==> config.mk <==
export PLATFORM = sky130hd
export DESIGN_NAME = guess_controller
export DESIGN_NICKNAME = d
export VERILOG_FILES = /design/src/rtl/guess_controller.sv
export SDC_FILE = /design/constraint.sdc
export NUM_CORES = 1
export LEC_CHECK = 0
export ABC_AREA = 1
export BUFFER_PORTS_ARGS = -buffer_cell sky130_fd_sc_hd__buf_4
export CAP_MARGIN = 20
export CORE_ASPECT_RATIO = 1.2
export CORE_MARGIN = 1
export CORE_UTILIZATION = 25
export DETAILED_ROUTE_END_ITERATION = 10
export GPL_ROUTABILITY_DRIVEN = 0
export SYNTH_ARGS = -nofsm -noshare
export SYNTH_HDL_FRONTEND = slang
export SYNTH_SLANG_ARGS = --single-unit
==> constraint.sdc <==
create_clock -name clk -period 1.95 [get_ports clk]
set_input_delay 0.195 -clock clk [delete_from_list [all_inputs] [get_ports clk]]
set_output_delay 0.195 -clock clk [all_outputs]
set_load 0.02 [all_outputs]
==> src/rtl/guess_controller.sv <==
// Hangman sequencer: fetches word masks, issues load pulses to game_handler, filters repeated letters.
// Latency: key in cycle N -> load in N+1, key_ready back in N+2+SETTLE_CYCLES; rom_ack in M -> load in M+1.
// Backpressure: key_ready low in FETCH/ARM/ISSUE/SETTLE; rom_req held until rom_ack, no timeout.
module guess_controller #(
  parameter int SETTLE_CYCLES = 2,
  parameter int NUM_WORDS     = 16,
  parameter int ADDR_W        = 4
) (
  input  logic              clk,
  input  logic              reset,
  input  logic              key_valid,
  input  logic [4:0]        key_code,
  output logic              key_ready,
  input  logic [1:0]        game_state,
  output logic              rom_req,
  output logic [ADDR_W-1:0] rom_addr,
  input  logic              rom_ack,
  input  logic [25:0]       rom_mask,
  output logic              load,
  output logic [4:0]        load_x,
  output logic [25:0]       mask,
  output logic [25:0]       used_letters,
  output logic              repeat_guess,
  output logic              busy
);

  localparam int CNT_W = (SETTLE_CYCLES > 1) ? $clog2(SETTLE_CYCLES) : 1;
  localparam logic [4:0] NEW_GAME = 5'd26;

  typedef enum logic [2:0] {
    S_IDLE, S_FETCH, S_ARM, S_ACCEPT, S_ISSUE, S_SETTLE, S_DONE
  } state_t;

  state_t            state, state_nxt;
  logic [CNT_W-1:0]  settle_cnt;
  logic              after_arm;      // last load was the start strobe, not a letter
  logic              key_take;
  logic              is_new;
  logic              is_letter;
  logic              letter_used;
  logic              settle_last;
  logic              accept_letter;
  logic              hit_repeat;

  assign key_ready   = (state == S_IDLE) || (state == S_ACCEPT) || (state == S_DONE);
  assign key_take    = key_valid & key_ready;
  assign is_new      = (key_code == NEW_GAME);
  assign is_letter   = (key_code < NEW_GAME);
  assign letter_used = is_letter && used_letters[key_code];
  assign settle_last = (settle_cnt == CNT_W'(SETTLE_CYCLES - 1));

  // State register
  always_ff @(posedge clk or negedge reset) begin
    if (!reset) state <= S_IDLE;
    else        state <= state_nxt;
  end

  // Next-state decode and state-derived strobes
  always_comb begin
    state_nxt     = state;
    rom_req       = 1'b0;
    load          = 1'b0;
    busy          = 1'b0;
    accept_letter = 1'b0;
    hit_repeat    = 1'b0;
    case (state)
      S_IDLE: begin
        if (key_take && is_new) state_nxt = S_FETCH;
      end
      S_FETCH: begin
        rom_req = 1'b1;
        busy    = 1'b1;
        if (rom_ack) state_nxt = S_ARM;
      end
      S_ARM: begin
        load      = 1'b1;
        busy      = 1'b1;
        state_nxt = S_SETTLE;
      end
      S_ACCEPT: begin
        if (key_take) begin
          if (is_new) begin
            state_nxt = S_FETCH;
          end else if (letter_used) begin
            hit_repeat = 1'b1;
          end else if (is_letter) begin
            accept_letter = 1'b1;
            state_nxt     = S_ISSUE;
          end
        end
      end
      S_ISSUE: begin
        load      = 1'b1;
        busy      = 1'b1;
        state_nxt = S_SETTLE;
      end
      S_SETTLE: begin
        busy = 1'b1;
        if (settle_last) begin
          case (game_state)
            2'd2, 2'd3: state_nxt = S_DONE;
            2'd1:       state_nxt = S_ACCEPT;
            default:    state_nxt = after_arm ? S_ACCEPT : S_IDLE;
          endcase
        end
      end
      S_DONE: begin
        if (key_take && is_new) state_nxt = S_FETCH;
      end
      default: state_nxt = S_IDLE;
    endcase
  end

  // Word mask, guessed-letter set, ROM address, load code and settle timing
  always_ff @(posedge clk or negedge reset) begin
    if (!reset) begin
      mask         <= '0;
      used_letters <= '0;
      rom_addr     <= '0;
      load_x       <= '0;
      repeat_guess <= 1'b0;
      settle_cnt   <= '0;
      after_arm    <= 1'b0;
    end else begin
      repeat_guess <= hit_repeat;
      if (state == S_FETCH && rom_ack) begin
        mask         <= rom_mask;
        used_letters <= '0;
        load_x       <= NEW_GAME;
        rom_addr     <= (rom_addr == ADDR_W'(NUM_WORDS - 1)) ? '0 : rom_addr + 1'b1;
      end
      if (accept_letter) begin
        used_letters[key_code] <= 1'b1;
        load_x                 <= key_code;
      end
      settle_cnt <= (state == S_SETTLE && !settle_last) ? settle_cnt + 1'b1 : '0;
      if (state == S_ARM)        after_arm <= 1'b1;
      else if (state == S_ISSUE) after_arm <= 1'b0;
    end
  end

endmodule

==> flow_metrics.py, run 1 <==
metrics = {
    "run_status": {
        "status": "completed",
    },
    "routing": {
        "vias": 3099,
        "drc": 0,
        "vias_per_cell": 4.46,
        "drt_iter0_drc": 154,
        "drtPass1Iterations": 4,
        "wl_um": 9060,
        "avgRoutedWirePerCell_um": 13.0,
        "ant_nets": 0,
    },
    "sta": {
        "relSlewSlack_pct": 64.9,
        "fmax_mhz": 561,
        "post-route-period-util_pct": 91.3,
        "worst_clock_skew_ns": 0.00484,
        "slew_violations": 0,
        "fin_tns_setup_ns": 0,
        "setup_viol_count_final": 0,
        "hold_viol": 0,
        "worst_pin_slew_ns": 0.526,
        "finalCriticalPeriod_ns": 1.78,
        "rsz0062_at_grt": "false",
    },
    "clocking": {
        "post_cts_buffers": 0,
        "cts_made_buffers": 9,
        "h-tree-depth": 3,
        "cts.path.max_buffers": 2,
        "clock_latency_ns": 0.33,
        "cts_tree": "done",
        "clk_pin_slew_ns": 0.05,
        "root_buffer": "clkbuf_16",
        "clock-sinks": 67,
    },
    "die": {
        "die_area_mm2": 0.0141,
        "initial_core_util_pct": 25.7,
        "coreArea_mm2": 0.0132,
        "die_h_um": 130,
        "num_rows": 46,
        "io-pin-count": 103,
        "die_x_um": 108,
    },
    "setup_path": {
        "critPathKind": "reg -> reg",
        "crit_slowest_cell": "dfrtp_1",
        "crit_buf_inv": 3,
        "crit_path_max_incr_delay_ns": 0.46,
        "crit_fanout": 15,
        "worstPathArrival_ns": 2.04,
        "critPathLaunchType": "flip-flop",
        "crit_path_end_kind": "flip-flop",
        "cp_top_family": "simple AND/OR/NAND/NOR gates",
        "worstPathCellList": "inv_2, nand3_1, clkinv_1, nand2_1, nor3_4, nand3_4, buf_4, o21ai_2",
        "worstPathRequired_ns": 2.20,
    },
    "grt": {
        "grt_pass1_vias": 3193,
        "grt_start_max_net_pins": 40,
        "grt_pass1_wl_um": 15200,
        "grt_usage_pct": 13.9,
        "grt-ovfl-total": 0,
        "antenna_found_initial": 0,
    },
    "logic_synthesis": {
        "yosysWarnings": 0,
        "synth_nets": 453,
        "synth-xor-area-share_pct": 0.258,
        "ys_ff_latch": 67,
        "netlist-cell-type-count": 30,
        "synth.avg_cell_area_um2": 8.19,
        "netlist_area_mm2": 0.00340,
        "synth-simple-area-share_pct": 33.8,
        "ys_seq_area_share_pct": 49.3,
        "synthAdderAreaFrac_pct": 0.368,
        "synthMuxAreaShare_pct": 0,
        "synth-compound-area-share_pct": 10.0,
        "synth_top_family_by_area": "simple AND/OR/NAND/NOR gates",
        "syn_inst": 415,
    },
    "power": {
        "switchingPower_mw": 2.41,
        "p_int_mw": 3.87,
        "p_leak_nw": 2.40,
        "power_density_mw_per_mm2": 1340,
        "clkPwrFrac_pct": 25.9,
        "swShare_pct": 38.4,
        "ir_drop_uv": 780,
        "p_seq_share_pct": 33.6,
        "comb_power_share_pct": 40.5,
    },
    "cells_and_area": {
        "utilization_pct": 35.4,
        "area_growth_pct": 37.9,
        "nets": 561,
        "n_antenna_cell": 0,
        "drive_gt1_share_pct": 33.8,
    },
    "placed_design": {
        "dp_hpwl_um": 6650,
        "io_buffer_count": 102,
    },
    "min_path": {
        "hp-class": "in -> reg",
    },
    "flow_run": {
        "cap_violations": 0,
    },
}
## worst paths after layout
check                      cells past startpoint                    endpoint            startpoint  slack (ns)
max                                            8  used_letters[10]$_DFF_PN0_  state[2]$_DFFE_PN0P_        0.17
min                                            3        mask[22]$_DFFE_PN0P_          rom_mask[22]        0.06
max reg2reg                                    8  used_letters[10]$_DFF_PN0_  state[2]$_DFFE_PN0P_        0.17
min reg2reg                                    1        settle_cnt$_DFF_PN0_  settle_cnt$_DFF_PN0_        0.44
max in group asynchronous                      3        state[1]$_DFFE_PN0P_                 reset        1.04
min in group asynchronous                      2       load_x[4]$_DFFE_PN0P_                 reset        0.40
## cells in the mapped netlist, drive strengths merged
library cell	n	area, µm²
xnor2	1	8.76
a21oi	3	15.0
nor2	20	103
nor3	6	73.8
nand3	29	188
buf	11	88.8
inv	24	95.1
clkinv	2	7.51
dfrtp	67	1680
nand4	4	25.0
o31ai	1	7.51
ha	1	12.5
a31oi	1	6.26
o22ai	4	50.1
clkbuf	5	18.8
nand2	202	761
o211ai	1	7.51
o21ai	33	255
## sequential cells by signal (all words and copies together) (netlist names)
register and flops:
mask 26, used_letters 26, load_x 5, rom_addr 4
state 3, after_arm 1, repeat_guess 1, settle_cnt 1
## per-stage QoR
stage	power [mW]	worst slack (ns)	hold WS (ns)	area, µm²	instances
after floorplan	3.60	0.227	-0.101	3400	415
after global placement	4.64	0.236	0.210	4380	679
after detailed placement	4.69	0.184	0.212	4380	679
after CTS	6.36	0.157	0.0504	4690	695
after global routing	6.69	0.00531	0.0635	4690	695
final	6.29	0.169	0.0606	4690	695
## worst min-delay path, stage by stage
cell and delay, ns:
buf_4 0.08, nand2_1 0.04, nand2_1 0.04
## timing repair
| action | in CTS | in global routing |
|---|---|---|
| endpoints found under the hold margin | 37 | 0 |
| hold buffers | 1 | 0 |
| gates resized for setup | 0 | 0 |
## kinds of logic after synthesis
| logic type | Yosys count |
|---|---|
| AO/OA/AOI/OAI | 43 |
| XOR/XNOR | 1 |
| buffers and inverters | 42 |
| adder cells (fa/ha/maj) | 1 |
| AND/OR/NAND/NOR | 261 |
| flip-flops | 67 |
## cell usage in the layout, fill, tap and decap left out, types with 4 or more instances in the layout
cell type | synthesis | final
nand3_2 | 6 | 6
nand2_1 | 201 | 200
clkbuf_16 | 0 | 9
o21ai_2 | 24 | 24
nand4_1 | 4 | 4
inv_2 | 4 | 4
o21ai_0 | 9 | 9
nand3_1 | 22 | 22
buf_4 | 1 | 109
dfrtp_1 | 67 | 67
o22ai_2 | 4 | 4
nor2_1 | 15 | 15
inv_1 | 18 | 18
## routing by layer
layer	track usage (%)	routed length (µm)	up-vias
met4	5.01	145	0
met2	23.4	4360	100
li1	-	-	1531
met1	16.5	3880	1455
met5	0	0	-
met3	4.55	669	13
## power groups by stage
stage	logic (mW)	registers (mW)	clock network (mW)
floorplan	1.09	2.52	0
global placement	2.53	2.11	0
detailed placement	2.58	2.11	0
CTS	2.58	2.11	1.67
global route	2.81	2.16	1.72
finish	2.55	2.11	1.63
## layout make-up
cell class	instances	area, µm²
well taps	168	210
fillers	1410	8550
clock buffers	13	260
multi-input cells	306	1520
flip-flops and latches	67	1680
clock inverters	2	35.0
inverters	26	103
repair buffers	113	888
Note: power is estimated with default switching activity, not from simulation.
==> run 2, diff against run 1 <==
Settings changed: CORE_UTILIZATION 25 to 51, PLACE_DENSITY from default to 0.79.
==> run 2 against run 1 <==
Compared with the run above: maximum frequency up 2.6%; global-route usage up 12 points; critical path depth up 1; setup slack improved by 0.046 ns; critical path type unchanged; combinational power is essentially flat; sequential power about the same; sequential share of layout area up 1.3 points; count of clock-buffer cells in the layout unchanged; first-iteration DRC count increased by 29%; clock skew rose by 0.010 ns.
==> flow_metrics.py, run 2 (synthesis results as in run 1) <==
metrics = {
    "run_status": {
        "status": "completed",
    },
    "clocking": {
        "post_cts_buffers": 0,
        "cts.path.max_buffers": 2,
        "clk_pin_slew_ns": 0.07,
        "cts_tree": "done",
        "clock-sinks": 67,
        "cts_made_buffers": 9,
        "cts.repair.resized": 0,
        "root_buffer": "clkbuf_8",
        "clock_latency_ns": 0.35,
        "ctsHoldBuffers": 1,
        "h-tree-depth": 3,
    },
    "die": {
        "initial_core_util_pct": 52.7,
        "die_h_um": 91.4,
        "coreArea_mm2": 0.00645,
        "io-pin-count": 103,
        "die_area_mm2": 0.00700,
        "die_x_um": 76.5,
        "num_rows": 32,
    },
    "sta": {
        "worst_pin_slew_ns": 0.805,
        "rsz0062_at_grt": "false",
        "relSlewSlack_pct": 46.3,
        "worst_clock_skew_ns": 0.0151,
        "slew_violations": 0,
        "setup_viol_count_final": 0,
        "layout_setup_ws_ns": 0.215,
        "post-route-period-util_pct": 89.0,
        "fin_tns_setup_ns": 0,
        "fmax_mhz": 576,
        "finalCriticalPeriod_ns": 1.74,
        "hold_viol": 0,
    },
    "grt": {
        "grt_pass1_vias": 3102,
        "antenna_found_initial": 0,
        "grt_start_max_net_pins": 68,
        "grt_pass1_wl_um": 14200,
        "grt_usage_pct": 26.1,
        "grt-ovfl-total": 0,
    },
    "setup_path": {
        "crit_path_max_incr_delay_ns": 0.41,
        "worstPathArrival_ns": 1.97,
        "worstPathRequired_ns": 2.19,
        "crit_fanout": 20,
        "crit_path_end_kind": "flip-flop",
        "worstPathCellList": "inv_1, nor2_1, inv_1, nor2_1, nand2_2, clkinv_1, buf_12, nand2_1, nand2_1",
        "crit_slowest_cell": "dfrtp_1",
        "critPathLaunchType": "flip-flop",
        "critPathKind": "reg -> reg",
        "cp_top_family": "buffers and inverters",
        "crit_buf_inv": 4,
        "crit_start": "state[0]$_DFFE_PN0P_",
        "r2r-start": "state[0]$_DFFE_PN0P_",
    },
    "routing": {
        "vias_per_cell": 5.12,
        "vias": 3140,
        "drc": 0,
        "ant_nets": 0,
        "drtPass1Iterations": 4,
        "wl_um": 8510,
        "avgRoutedWirePerCell_um": 13.9,
        "drt_iter0_drc": 199,
    },
    "power": {
        "switchingPower_mw": 2.37,
        "swShare_pct": 39.3,
        "power_density_mw_per_mm2": 1330,
        "ir_drop_uv": 885,
        "clkPwrFrac_pct": 22.4,
        "p_seq_share_pct": 34.8,
        "comb_power_share_pct": 42.8,
        "p_int_mw": 3.67,
        "p_leak_nw": 2.38,
    },
    "placed_design": {
        "pre_cts_slack_ns": 0.200,
        "dp_hpwl_um": 6010,
        "io_buffer_count": 102,
    },
    "min_path": {
        "hp-class": "in -> reg",
        "worstHoldStart": "rom_mask[4]",
    },
    "cells_and_area": {
        "nets": 561,
        "drive_gt1_share_pct": 34.1,
        "area_growth_pct": 33.2,
        "n_antenna_cell": 0,
        "layout_common_cells": "200 x nand2_1, 109 x buf_4, 67 x dfrtp_1",
        "utilization_pct": 70.2,
        "mostFrequentLayoutCell": "nand2_1",
        "reg_top3": "mask x26, used_letters x26, load_x x5",
    },
    "flow_run": {
        "cap_violations": 0,
    },
}
run 2: power by group through the flow:
stage,Combinational (mW),Sequential [mW],Clock (mW)
floorplan,1.09,2.52,0
detailed placement,2.60,2.10,0
global placement,2.52,2.11,0
CTS,2.62,2.10,1.37
global route,2.85,2.15,1.44
finish,2.58,2.10,1.35
run 2: cell type report:
class                   count  area [µm²]
well taps                  85         106
inverters                  26         103
fillers                   523        1920
clock inverters             3        68.8
multi-input cells         306        1520
flip-flops and latches     67        1680
repair buffers            113         888
clock buffers              13         169
run 2: path summary, 6_finish.rpt:
kind	endpoint	slack, ns	depth (start not counted)
setup reg to reg	mask[25]$_DFFE_PN0P_	0.21	9
max in group asynchronous	state[0]$_DFFE_PN0P_	0.93	2
hold / removal	mask[4]$_DFFE_PN0P_	0.04	3
min in group asynchronous	used_letters[11]$_DFF_PN0_	0.49	2
setup / recovery	mask[25]$_DFFE_PN0P_	0.21	9
hold reg to reg	settle_cnt$_DFF_PN0_	0.44	1
run 2: worst register-to-register path, delay by kind of cell (launching register included):
kind	cells	cell delay (ns)
flops	1	0.41
simple gates	5	0.37
buf+inv	4	0.87
run 2: stage by stage:
step / cell area (µm²) / instances / power (mW) / hold slack, ns
after floorplan: 3400 / 415 / 3.60 / -0.101
after global placement: 4280 / 596 / 4.63 / 0.339
after detailed placement: 4280 / 596 / 4.70 / 0.342
after CTS: 4530 / 613 / 6.08 / 0.0333
after global routing: 4530 / 613 / 6.44 / 0.0384
final: 4530 / 613 / 6.04 / 0.0399
run 2: routing by layer:
metal	wire (µm)	vias to the layer above	GRT usage [%]
met3	453	13	5.83
met1	3450	1492	29.6
li1	-	1533	-
met2	4410	102	46.8
met4	196	0	11.5
met5	0	-	0
==> run 3, diff against run 2 <==
Settings changed: PLACE_DENSITY 0.79 to 0.87.
==> run 3 against run 2 <==
Compared with the run above: via count is essentially flat; register-to-register slack got worse by 0.05 ns; final cell count down 0.98%; largest cell class unchanged; highest routed layer unchanged.
==> flow_metrics.py, run 3 (synthesis results as in run 1) <==
metrics = {
    "run_status": {
        "status": "completed",
    },
    "routing": {
        "ant_nets": 0,
        "drtPass1Iterations": 5,
        "drt_iter0_drc": 183,
        "vias": 3137,
        "drc": 0,
        "avgRoutedWirePerCell_um": 13.7,
        "vias_per_cell": 5.17,
        "wl_um": 8340,
    },
    "cells_and_area": {
        "area_growth_pct": 29.5,
        "reg_top3": "mask x26, used_letters x26, load_x x5",
        "mostFrequentLayoutCell": "nand2_1",
        "nets": 557,
        "layout_common_cells": "200 x nand2_1, 105 x buf_4, 67 x dfrtp_1",
        "fin_cells": 607,
        "n_antenna_cell": 0,
        "fillers": 528,
        "drive_gt1_share_pct": 33.3,
    },
    "sta": {
        "rsz0062_at_grt": "false",
        "slew_violations": 0,
        "post-route-period-util_pct": 91.8,
        "hold_viol": 0,
        "setup_viol_count_final": 0,
        "fin_tns_setup_ns": 0,
        "fmax_mhz": 559,
        "finalCriticalPeriod_ns": 1.79,
        "worst_pin_slew_ns": 0.820,
        "relSlewSlack_pct": 45.3,
        "worst_clock_skew_ns": 0.00979,
    },
    "grt": {
        "antenna_found_initial": 0,
        "grt_start_max_net_pins": 68,
        "grt-ovfl-total": 0,
        "grt_usage_pct": 26.0,
        "grt_pass1_vias": 3115,
        "grt_pass1_wl_um": 14200,
    },
    "die": {
        "io-pin-count": 103,
        "die_h_um": 91.4,
        "die_area_mm2": 0.00700,
        "die_x_um": 76.5,
        "num_rows": 32,
        "coreArea_mm2": 0.00645,
        "initial_core_util_pct": 52.7,
    },
    "flow_run": {
        "cap_violations": 0,
    },
    "setup_path": {
        "crit_path_end_kind": "flip-flop",
        "worstPathArrival_ns": 2.02,
        "crit_fanout": 14,
        "critPathLaunchType": "flip-flop",
        "worstPathRequired_ns": 2.18,
        "critPathKind": "reg -> reg",
    },
    "placed_design": {
        "dp_hpwl_um": 5930,
        "io_buffer_count": 102,
        "place_inst": 592,
    },
    "power": {
        "power_density_mw_per_mm2": 1270,
        "total_power_mw": 5.60,
        "ir_drop_uv": 955,
        "p_leak_nw": 2.30,
    },
    "clocking": {
        "h-tree-depth": 3,
        "cts_made_buffers": 9,
        "cts_tree": "done",
        "clk_pin_slew_ns": 0.07,
        "clock_latency_ns": 0.35,
        "root_buffer": "clkbuf_8",
        "cts.path.max_buffers": 2,
        "post_cts_buffers": 0,
        "clock-sinks": 67,
    },
    "min_path": {
        "hp-class": "in -> reg",
    },
}
run 3: layout make-up:
class / count / area (µm²) / area share (%)
inverter: 26 / 106 / 2.42
clock buffer: 11 / 131 / 2.98
tap: 85 / 106 / 2.42
multi-input combinational: 306 / 1520 / 34.4
timing repair buffer: 109 / 850 / 19.3
sequential: 67 / 1680 / 38.1
clock inverter: 3 / 17.5 / 0.398
run 3: critical path, stage by stage, from the launching register on:
cell	delay [ns]
dfrtp_1	0.40
inv_1	0.10
o21ai_0	0.11
nand2_1	0.09
nand2_1	0.10
nand2_1	0.09
nand3_1	0.11
nor2_4	0.16
nand3_4	0.15
buf_12	0.19
nand3_1	0.10
o21ai_2	0.06
run 3: stage by stage:
stage / setup WS, ns / hold WS (ns) / area, µm² / utilization (%)
2_1_floorplan: 0.227 / -0.101 / 3400 / -
3_3_place_gp: 0.165 / 0.335 / 4240 / 65.7
3_5_place_dp: 0.142 / 0.348 / 4240 / 65.7
4_1_cts: 0.124 / 0.0287 / 4400 / 68.2
5_1_grt: 0.0191 / 0.0321 / 4400 / 68.3
6_report: 0.160 / 0.0408 / 4400 / 68.3
run 3: repair_timing:
action	CTS	global route
hold endpoints to repair	67	0
resized for setup	0	2
setup endpoints to repair	0	24
hold buffers	1	0
run 3: where the power goes:
part           switching [mW]  total [mW]  leakage [nW]  internal, mW
registers               0.294        2.10         0.877          1.81
logic                    1.54        2.56          1.35          1.01
clock network           0.499       0.942        0.0750         0.443
total                    2.34        5.60          2.30          3.27
run 3: worst paths after layout:
path	slack [ns]	endpoint	cells after the start	startpoint
min reg2reg	0.46	settle_cnt$_DFF_PN0_	1	settle_cnt$_DFF_PN0_
max reg2reg	0.16	load_x[2]$_DFFE_PN0P_	11	used_letters[8]$_DFF_PN0_
max	0.16	load_x[2]$_DFFE_PN0P_	11	used_letters[8]$_DFF_PN0_
max in group asynchronous	0.93	load_x[1]$_DFFE_PN0P_	2	reset
min	0.04	mask[24]$_DFFE_PN0P_	3	rom_mask[24]
min in group asynchronous	0.48	used_letters[14]$_DFF_PN0_	2	reset
run 3: layer usage:
layer | up-vias | global-route usage, % | share of wire [%]
met5 | - | 0 | 0
met4 | 0 | 14.3 | 1.9
met3 | 15 | 6.33 | 6.2
met2 | 112 | 42.9 | 51
met1 | 1487 | 31.2 | 41
li1 | 1523 | - | -
